**src/rtl/serial_word_loader.sv**
```systemverilog
// Deserializes a framed serial stream into a WIDTH-bit word and strobes load_en
// for one cycle once the word is complete; the word is held stable otherwise.
module serial_word_loader #(
    parameter int WIDTH     = 32,
    parameter bit MSB_FIRST = 1'b1
) (
    input  logic                   clk,
    input  logic                   rst_n,
    input  logic                   start,
    input  logic                   abort,
    input  logic                   sin,
    input  logic                   sin_valid,
    output logic [WIDTH-1:0]       word,
    output logic                   load_en,
    output logic                   busy,
    output logic [$clog2(WIDTH):0] bit_count,
    output logic                   overrun
);

    localparam int CW = $clog2(WIDTH) + 1;

    typedef enum logic [1:0] {
        IDLE  = 2'd0,
        SHIFT = 2'd1,
        LOAD  = 2'd2
    } state_e;

    state_e          state_q, state_d;
    logic [WIDTH-1:0] word_q, word_d;
    logic [CW-1:0]    cnt_q, cnt_d;
    logic             ovr_q, ovr_d;
    logic             load_en_q, load_en_d;
    logic             busy_q, busy_d;

    // State and output registers; outputs are derived from the next state.
    always_ff @(posedge clk or negedge rst_n) begin
        if (!rst_n) begin
            state_q   <= IDLE;
            word_q    <= {WIDTH{1'b0}};
            cnt_q     <= {CW{1'b0}};
            ovr_q     <= 1'b0;
            load_en_q <= 1'b0;
            busy_q    <= 1'b0;
        end else begin
            state_q   <= state_d;
            word_q    <= word_d;
            cnt_q     <= cnt_d;
            ovr_q     <= ovr_d;
            load_en_q <= load_en_d;
            busy_q    <= busy_d;
        end
    end

    // Next-state logic; abort beats a simultaneous final bit.
    always_comb begin
        state_d = state_q;
        case (state_q)
            IDLE: begin
                if (start && !abort) begin
                    state_d = SHIFT;
                end else begin
                    state_d = IDLE;
                end
            end
            SHIFT: begin
                if (abort) begin
                    state_d = IDLE;
                end else if (sin_valid && (cnt_q == CW'(WIDTH - 1))) begin
                    state_d = LOAD;
                end else begin
                    state_d = SHIFT;
                end
            end
            LOAD:    state_d = IDLE;
            default: state_d = IDLE;
        endcase
    end

    // Datapath and registered-output next values.
    always_comb begin
        word_d    = word_q;
        cnt_d     = cnt_q;
        ovr_d     = ovr_q;
        load_en_d = (state_d == LOAD);
        busy_d    = (state_d != IDLE);
        case (state_q)
            IDLE: begin
                if (start && !abort) begin
                    word_d = {WIDTH{1'b0}};
                    cnt_d  = {CW{1'b0}};
                    ovr_d  = 1'b0;
                end else begin
                    word_d = word_q;
                end
            end
            SHIFT: begin
                if (start) begin
                    ovr_d = 1'b1;
                end else begin
                    ovr_d = ovr_q;
                end
                // An aborted frame keeps its partial word so D stays quiet.
                if (abort) begin
                    cnt_d = {CW{1'b0}};
                end else if (sin_valid) begin
                    cnt_d = cnt_q + CW'(1);
                    if (MSB_FIRST) begin
                        word_d = {word_q[WIDTH-2:0], sin};
                    end else begin
                        word_d = {sin, word_q[WIDTH-1:1]};
                    end
                end else begin
                    cnt_d = cnt_q;
                end
            end
            LOAD: begin
                if (start) begin
                    ovr_d = 1'b1;
                end else begin
                    ovr_d = ovr_q;
                end
            end
            default: begin
                word_d = word_q;
            end
        endcase
    end

    assign word      = word_q;
    assign load_en   = load_en_q;
    assign busy      = busy_q;
    assign bit_count = cnt_q;
    assign overrun   = ovr_q;

endmodule

```
**config.mk**
```make
export PLATFORM = sky130hd
export DESIGN_NAME = serial_word_loader
export DESIGN_NICKNAME = d
export VERILOG_FILES = /design/src/rtl/serial_word_loader.sv
export SDC_FILE = /design/constraint.sdc
export NUM_CORES = 1
export LEC_CHECK = 0
export BUFFER_PORTS_ARGS = -buffer_cell sky130_fd_sc_hd__buf_2
export CAP_MARGIN = 20
export CELL_PAD_IN_SITES_DETAIL_PLACEMENT = 0
export CELL_PAD_IN_SITES_GLOBAL_PLACEMENT = 1
export CORE_UTILIZATION = 42
export DETAILED_ROUTE_END_ITERATION = 10
export GPL_TIMING_DRIVEN = 1
export PLACE_DENSITY_LB_ADDON = 0.1
export SYNTH_ARGS = -nofsm -noshare
export SYNTH_HDL_FRONTEND = slang
export SYNTH_SLANG_ARGS = --single-unit
```
**constraint.sdc**
```tcl
create_clock -name clk -period 2.9 [get_ports clk]
set_input_delay 0.29 -clock clk [delete_from_list [all_inputs] [get_ports clk]]
set_output_delay 0.29 -clock clk [all_outputs]
set_load 0.01 [all_outputs]
```
# --- After elaboration in Yosys (flattened, before gate mapping) ---
# Cells that the tools add are included.
classes:
  n_reduce_logical: 11
  n_mul: 0
  shifts: 0
  muxes: 15
  n_eq_ne: 9
  n_lt_le_gt_ge: 0
  addsub: 1
  bitwise_logic: 0
  div_mod_pow: 0
op_table:
  columns: ["operator", "count"]
  rows:
  - ["2-to-1 mux 32 bit", 3]
  - ["case mux 32 bit (2 select lines)", 1]
  - ["2-to-1 mux 6 bit", 3]
  - ["case mux 6 bit (2 select lines)", 1]
  - ["adder 6 x 1 -> 6 bit, second input constant", 1]
  - ["equality test 6 x 5 -> 1 bit, second input constant", 1]
  - ["inequality test 2 bit, second input constant", 3]
  - ["AND reduction 3 bit", 2]
  - ["nonzero test 2 bit", 3]
  - ["equality test 2 bit, second input constant", 2]
  - ["2-to-1 mux 2 bit", 2]
  - ["case mux 2 bit (2 select lines)", 1]
  - ["AND reduction 4 bit", 1]
  - ["2-to-1 mux 1 bit", 3]
  - ["inequality test 3 bit, second input constant", 1]
  - ["equality test 2 x 1 -> 1 bit, second input constant", 1]
  - ["logical AND 1 bit", 2]
  - ["logical NOT 2 bit", 1]
  - ["inequality test 2 x 1 -> 1 bit, second input constant", 1]
  - ["case mux 1 bit (2 select lines)", 1]
  - ["OR reduction 2 bit", 1]
  - ["logical NOT 1 bit", 1]
totals:
  ff_bits: 43
  latchBits: 0
  mem_bits_rw: 0
  mem_count: 0
  elab_cells: 42
  output_inout_bits: 41
  mem_bits_ro: 0
  input_bits: 6

# --- Longest topological paths before layout ---
# Gate-level depths: netlist (run 1).
logic_depth:
  ltp_word: 6
  mapped_depth: 9
  mapped_depth_nobuf: 6

# --- Worst setup path after synthesis (run 1) ---
# Ideal clock, no wire load.
synth_path:
  kind: "register to register"
  start: "register state_q[0]"
  end: "register word_q[0] (netlist: word[0])"
  path_stages_with_launch: 10
  arrival_ns: 1.658
  slack_ns: 1.125
  t_required_ns: 2.783
  synth_period_minus_slack_ns: 1.775
  cell_sequence: "dfrtp_1 > inv_1 > ha_1 > buf_2 > nor2b_1 > or4_1 > buf_2 > buf_6 > nand2_1 > nand2_1"
synth_between:
  elab_chain_len: 3
synth_lines:
  columns: ["item", "line_no", "text"]
  rows:
  - ["start: declaration", "28", "state_e state_q, state_d;"]
  - ["start signal: assignment", "45", "state_q <= state_d;"]
  - ["equality test 2 x 1 -> 1 bit / logical NOT 2 bit (equally long branches)", "86", "case (state_q)"]
  - ["inequality test 2 bit (no line) / nonzero test 2 bit (equally long branches)", null, null]
  - ["AND reduction 4 bit (no line)", null, null]
  - ["end signal: assignment", "39", "word_q <= {WIDTH{1'b0}};"]
  - ["end signal: assignment", "46", "word_q <= word_d;"]
  - ["end: declaration", "29", "logic [WIDTH-1:0] word_q, word_d;"]
# Several ways; a longest one is shown, not always the timed one.
# A chain may end at the register's enable or synchronous reset.

# --- Worst setup path in the final report (run 1) ---
layout_path:
  start: "register state_q[0]"
  end: "register word_q[1] (netlist: word[1])"
# The elaborated chain is that of the path after synthesis.

==> implementation parameters, run 1 <==
Parameter                              Value

Final layout
  ANT cells    0
  Area growth from synthesis to layout    18.3%
  Final Util    51.9%
  Fin area    2260 µm²
  Net count of the finished layout    261
  Proportion of layout cells with a drive suffix above 1    24.1%

Floorplan
  Area of the core region    4350 µm²
  Initial Utilization    43.9%
  Vertical extent of the die    69.4 µm
  Die area    4820 µm²
  Standard-cell row count    24
  Die width    69.4 µm
  Top-Level Pins    47

Yosys
  Fraction of synthesized cell area in xor and xnor cells    0%
  Unique masters post-synth    29
  Syn Std Cell Area    1910 µm²
  Synthesis-stage register bit count    43
  Post-Syn Area per Cell    9.23 µm²
  Post-Synthesis Net Count    216
  Dominant combinational cell family by area after synthesis    simple AND/OR/NAND/NOR gates
  Yosys top cell by area    sky130_fd_sc_hd__dfrtp_1
  Primary FF master, synth    sky130_fd_sc_hd__dfrtp_1
  Adder-cell share of the synthesized area    1.96%
  Fraction of synthesis flops using an asynchronous set or reset pin    100%
  Simple-Gate Fraction of Synth Area    29.0%
  Top post-synthesis cells by area    sky130_fd_sc_hd__dfrtp_1, sky130_fd_sc_hd__nand2_1, sky130_fd_sc_hd__nand3_1
  Number of flops mapped to enable cells by yosys    0
  Total number of yosys warnings    0
  Compound-cell area share of the yosys netlist    7.07%
  Share of cell area taken by muxes after synthesis    0.589%
  Sequential element share of the synthesized area    56.3%
  Share of the synthesized area in the top cell type    56.3%
  Syn Inst Count    207

Pwr
  Internal Dissipation    0.815 mW
  Switch share    25.9%
  Relative contribution of sequential cells to total power    56.0%
  Power dissipated by switching net loads    0.285 mW
  Clock network power share    33.2%
  Power Density    487 nW/µm²
  Portion of total power attributed to combinational logic    10.8%
  Leakage    1.30 nW
  Worst IR Drop VDD    0.192 mV
  Overall power    1.10 mW

Clock network
  Clock latency of the later-clocked register in the worst-skew pair    0.29 ns
  Buffer count from post-CTS setup fixing    0
  Clock slew at the register clock pins of the worst setup and hold paths    0.08 ns
  CTS buffer count    5
  Post-CTS Hold Fix Bufs    0
  TritonCTS clock tree    done
  Post-cts gate resize count    0
  Count of clock tree sinks    43
  CTS root buf    sky130_fd_sc_hd__clkbuf_8
  Level count of the clock H-tree    2
  Maximum count of clock buffers along a single path    2

Worst setup path
  Element type at the critical path end    flip-flop
  RR Startpoint    state_q[0]$_DFF_PN0_
  Worst setup slack for register-to-register paths    0.76 ns
  Largest driver fanout on the critical path    21
  Class of the most critical setup path    flip-flop to flip-flop
  Logic depth of the worst register-to-register path    7
  Required arrival time at the worst endpoint    3.09 ns
  Kind of start point of the critical path    flip-flop
  Signal arrival time at the worst endpoint    2.32 ns
  FF-to-FF End    word[1]$_DFFE_PN0P_

STA
  Worst hold slack    0.143 ns
  Final hold viol count    0
  Minimum clock period    2.14 ns
  Max-slew violations    0
  Share of the clock period used by the worst path    73.7%
  Max Fclk    468 MHz
  Setup repair after global routing missed its margin    no
  Clk_skew    0.00528 ns
  Worst-Margin Slew    0.954 ns
  Setup TNS Final    0 ns
  Number of endpoints failing setup at the final stage    0
  Slew headroom    36.4%

Place
  Routability congestion estimate    0.819
  Number of input and output port buffers inserted    46
  HPWL after detailed placement    2.61 mm
  Placed Area    2160 µm²

Routing
  Routed vias    1574
  Total wire length after detailed routing    3.95 mm
  Antenna viol nets, final    0
  Detailed-route wire length per cell    12.9 µm
  1st-iter DRT viols    124
  Total iterations of the first detailed-routing run    6
  DRC violation count after routing    0
  Vias per std cell    5.16

Job
  Max_cap viols    0

GRT
  Remaining global-route overflow    0
  Pin count of the biggest net entering global routing    44
  Wire length of the first global-routing pass    6.78 mm
  Initial antenna violation count    0
  Overall track demand over capacity in global routing    17.5%
  Number of global-route vias before repair    1424

Hold path
  Class of the tightest hold or removal check    primary input to async pin

Outcome
  Result of the run    complete, no violations
## flip-flops by register name (all words and copies together) (netlist names)
register / cells
load_en: 1
overrun: 1
bit_count: 6
state_q: 2
busy: 1
word: 32
## routing by layer
layer / wire (µm) / global-route usage [%] / vias up
li1: - / - / 780
met1: 1920 / 23.8 / 752
met2: 1790 / 26.9 / 36
met3: 181 / 4.80 / 6
met4: 55 / 6.12 / 0
met5: 0 / 0 / -
## cells in the final DEF (no fill, tap or decap), types with 3 or more instances in the layout
cell type / Yosys / routed
sky130_fd_sc_hd__a21oi_1: 4 / 4
sky130_fd_sc_hd__buf_2: 5 / 46
sky130_fd_sc_hd__buf_4: 1 / 4
sky130_fd_sc_hd__clkbuf_8: 0 / 5
sky130_fd_sc_hd__dfrtp_1: 43 / 43
sky130_fd_sc_hd__ha_1: 3 / 3
sky130_fd_sc_hd__inv_1: 4 / 4
sky130_fd_sc_hd__nand2_1: 70 / 70
sky130_fd_sc_hd__nand2b_1: 3 / 3
sky130_fd_sc_hd__nand3_1: 34 / 34
sky130_fd_sc_hd__nor2_1: 4 / 4
sky130_fd_sc_hd__nor2b_1: 3 / 3
sky130_fd_sc_hd__o31ai_1: 6 / 6
## kinds of logic (layout without fill, tap and decap cells)
kind of cell               count (synthesis)  in the layout
adders and majority gates                  3              3
AOI/OAI and AO/OA                         20             20
DFF                                       43             43
and+or+nand+nor                          123            123
muxes                                      1              1
buffers and inverters                     17             63
## cells in the mapped netlist, drive strengths merged (2+ instances only)
master and n:
or4 2, and2 2, o31ai 6, nor2b 3, o22ai 2, inv 4, buf 9, ha 3
o21ai 2, nand3 34, nor4 2, a21oi 4, dfrtp 43, clkbuf 4, nand2 70, a21o 2
nor2 4, nand2b 4
## worst max-delay path by stage
| stage | start | end | slack (ns) | cells after the start |
|---|---|---|---|---|
| floorplan | state_q[0]$_DFF_PN0_ | word[0]$_DFFE_PN0P_ | 1.12 | 9 |
| global placement | state_q[0]$_DFF_PN0_ | word[26]$_DFFE_PN0P_ | 0.63 | 6 |
| detailed placement | state_q[1]$_DFF_PN0_ | word[30]$_DFFE_PN0P_ | 0.58 | 6 |
| CTS | state_q[0]$_DFF_PN0_ | word[30]$_DFFE_PN0P_ | 0.56 | 6 |
| global route | state_q[0]$_DFF_PN0_ | word[1]$_DFFE_PN0P_ | 0.59 | 7 |
| finish | state_q[0]$_DFF_PN0_ | word[1]$_DFFE_PN0P_ | 0.76 | 7 |
## final cells by class
cell class / instances / area (µm²)
Clock inverter: 1 / 5.00
Tap cell: 52 / 65.1
Fill cell: 447 / 2090
Multi-Input combinational cell: 147 / 747
Inverter: 4 / 15.0
Timing Repair Buffer: 51 / 275
Clock buffer: 7 / 76.3
Sequential cell: 43 / 1080
## through the flow
stage / setup WS (ns) / instances
after floorplan: 1.12 / 207
after global placement: 0.628 / 296
after detailed placement: 0.577 / 296
after CTS: 0.565 / 304
after global routing: 0.586 / 305
final: 0.764 / 305
## power by group through the flow
stage                     Clock, mW  Combinational [mW]  Sequential (mW)
after floorplan                   0              0.0744            0.632
after global placement            0               0.117            0.628
after detailed placement          0               0.117            0.628
after CTS                     0.377               0.117            0.616
after global routing          0.403               0.135            0.618
final                         0.366               0.119            0.616
## critical path: stages (launching register included)
cell,delay (ns)
sky130_fd_sc_hd__dfrtp_1,0.38
sky130_fd_sc_hd__inv_1,0.06
sky130_fd_sc_hd__ha_1,0.31
sky130_fd_sc_hd__nor2_1,0.15
sky130_fd_sc_hd__or4_1,0.75
sky130_fd_sc_hd__buf_8,0.26
sky130_fd_sc_hd__nand2_1,0.07
sky130_fd_sc_hd__nand2_1,0.05
No activity file was read; power rests on OpenSTA's default activity.
==> run 2, diff against run 1 <==
CORE_UTILIZATION = 39   (was 42)
clock period = 2.21 ns   (was 2.9 ns; I/O delays follow)
==> run 2 against run 1 <==
Compared with the run above: first-iteration DRC count fell by 49%; final cell count is 6.2% higher; critical path type unchanged; sequential share of layout area fell by 1.5 points; largest power group unchanged; register-to-register slack got worse by 0.48 ns; largest cell class unchanged; sequential power up 31%.
==> implementation parameters, run 2 (synthesis gave the netlist of run 1 again) <==
Parameter                              Value

Outcome
  Result of the run    complete, no violations (unchanged)

STA
  Worst-Margin Slew    0.335 ns (was 0.954 ns)
  Max Fclk    520 MHz (was 468 MHz)
  Number of endpoints failing setup at the final stage    0 (unchanged)
  Minimum clock period    1.92 ns (was 2.14 ns)
  Final hold viol count    0 (unchanged)
  Slew headroom    77.4% (was 36.4%)
  Setup repair after global routing missed its margin    no (unchanged)
  Max-slew violations    0 (unchanged)
  Setup TNS Final    0 ns (unchanged)
  Share of the clock period used by the worst path    87.0% (was 73.7%)
  Clk_skew    0.00559 ns (was 0.00528 ns)

Clock network
  Clock latency of the later-clocked register in the worst-skew pair    0.28 ns (was 0.29 ns)
  Post-CTS Hold Fix Bufs    1 (was 0)
  Clock slew at the register clock pins of the worst setup and hold paths    0.08 ns (about the same)
  Post-cts gate resize count    0 (unchanged)
  Maximum count of clock buffers along a single path    2 (unchanged)
  CTS buffer count    5 (unchanged)
  TritonCTS clock tree    done (unchanged)
  CTS root buf    sky130_fd_sc_hd__clkbuf_8 (unchanged)
  Level count of the clock H-tree    2 (unchanged)
  Count of clock tree sinks    43 (unchanged)
  Buffer count from post-CTS setup fixing    0 (unchanged)

Final layout
  Flip-flop count of the largest register, all copies and words added    32 (unchanged)
  Filler cell count in the final layout    455 (was 447)
  Net count of the finished layout    266 (was 261)
  ANT cells    0 (unchanged)
  Top library cells by usage in the layout, fill and taps aside    sky130_fd_sc_hd__nand2_1, sky130_fd_sc_hd__buf_2, sky130_fd_sc_hd__dfrtp_1 (unchanged)
  Commonest non-fill, non-tap cell in the layout    sky130_fd_sc_hd__nand2_1 (unchanged)
  Proportion of layout cells with a drive suffix above 1    25.3% (was 24.1%)
  Area growth from synthesis to layout    22.1% (was 18.3%)

Place
  Routability congestion estimate    0.774 (was 0.819)
  Number of input and output port buffers inserted    46 (unchanged)
  HPWL after detailed placement    2.79 mm (was 2.61 mm)

Floorplan
  Standard-cell row count    25 (was 24)
  Area of the core region    4720 µm² (was 4350 µm²)
  Top-Level Pins    47 (unchanged)
  Die area    5180 µm² (was 4820 µm²)
  Initial Utilization    40.5% (was 43.9%)
  Die width    72.0 µm (was 69.4 µm)
  Vertical extent of the die    72.0 µm (was 69.4 µm)

Worst setup path
  Signal arrival time at the worst endpoint    2.10 ns (was 2.32 ns)
  Class of the most critical setup path    flip-flop to flip-flop (unchanged)
  Kind of start point of the critical path    flip-flop (unchanged)
  Element type at the critical path end    flip-flop (unchanged)
  Required arrival time at the worst endpoint    2.39 ns (was 3.09 ns)
  Largest driver fanout on the critical path    17 (was 21)

Hold path
  Class of the tightest hold or removal check    primary input to flip-flop (was primary input to async pin)

Routing
  Total iterations of the first detailed-routing run    4 (was 6)
  1st-iter DRT viols    63 (was 124)
  Antenna viol nets, final    0 (unchanged)
  DRC violation count after routing    0 (unchanged)
  Routed vias    1576 (was 1574)
  Total wire length after detailed routing    4.04 mm (was 3.95 mm)
  Vias per std cell    4.86 (was 5.16)
  Detailed-route wire length per cell    12.5 µm (was 12.9 µm)

GRT
  Pin count of the biggest net entering global routing    20 (was 44)
  Overall track demand over capacity in global routing    16.9% (was 17.5%)
  Number of global-route vias before repair    1506 (was 1424)
  Wire length of the first global-routing pass    6.90 mm (was 6.78 mm)
  Initial antenna violation count    0 (unchanged)
  Remaining global-route overflow    0 (unchanged)

Job
  Max_cap viols    0 (unchanged)

Pwr
  Power Density    668 nW/µm² (was 487 nW/µm²)
  Overall power    1.56 mW (was 1.10 mW)
  Leakage    1.33 nW (was 1.30 nW)
  Worst IR Drop VDD    0.260 mV (was 0.192 mV)
## run 2: worst max-delay path: stages (launching register included)
cell	delay, ns
sky130_fd_sc_hd__dfrtp_1	0.36
sky130_fd_sc_hd__inv_1	0.07
sky130_fd_sc_hd__ha_1	0.33
sky130_fd_sc_hd__nor2_1	0.16
sky130_fd_sc_hd__or4_1	0.54
sky130_fd_sc_hd__buf_4	0.22
sky130_fd_sc_hd__nand2_1	0.08
sky130_fd_sc_hd__nand2_1	0.05
## run 2: path summary, 6_finish.rpt
kind / startpoint / end / slack (ns) / depth (start not counted)
worst max-delay path: state_q[1]$_DFF_PN0_ / word[24]$_DFFE_PN0P_ / 0.29 / 7
worst min-delay path: sin / word[0]$_DFFE_PN0P_ / 0.17 / 3
worst max register to register: state_q[1]$_DFF_PN0_ / word[24]$_DFFE_PN0P_ / 0.29 / 7
worst min register to register: word[31]$_DFFE_PN0P_ / word[31]$_DFFE_PN0P_ / 0.46 / 2
max in group asynchronous: rst_n / word[6]$_DFFE_PN0P_ / 1.30 / 3
min in group asynchronous: rst_n / word[27]$_DFFE_PN0P_ / 0.37 / 2
## run 2: final cells by class
| cell class | count | area, µm² | share of cell area (%) |
|---|---|---|---|
| Clock buffer | 6 | 72.6 | 3.11 |
| Clock inverter | 1 | 30.0 | 1.29 |
| Inverter | 4 | 15.0 | 0.644 |
| Multi-Input combinational cell | 147 | 747 | 32.0 |
| Sequential cell | 43 | 1080 | 46.1 |
| Tap cell | 67 | 83.8 | 3.59 |
| Timing Repair Buffer | 56 | 308 | 13.2 |
## run 2: power by group
part	internal [mW]	total (mW)	switching, mW
clock network	0.331	0.586	0.254
registers	0.799	0.808	0.00955
logic	0.0547	0.163	0.109
total	1.18	1.56	0.373
## run 2: metrics by stage
| step | area [µm²] | instances | util, % | hold slack [ns] | setup WS, ns |
|---|---|---|---|---|---|
| after CTS | 2330 | 324 | 49.4 | 0.161 | 0.260 |
| after global routing | 2330 | 324 | 49.4 | 0.192 | 0.117 |
| after floorplan | 1910 | 207 | - | -0.0746 | 0.435 |
| after global placement | 2220 | 316 | 47.0 | 0.149 | 0.310 |
| after detailed placement | 2220 | 316 | 47.0 | 0.147 | 0.270 |
| final | 2330 | 324 | 49.4 | 0.168 | 0.287 |
## run 2: per-layer routing
metal | up-vias | track usage, % | routed length (µm)
met5 | - | 0 | 0
met4 | 0 | 5.01 | 40
met3 | 4 | 4.31 | 201
met2 | 52 | 27.0 | 1750
met1 | 734 | 22.9 | 2040
li1 | 786 | - | -
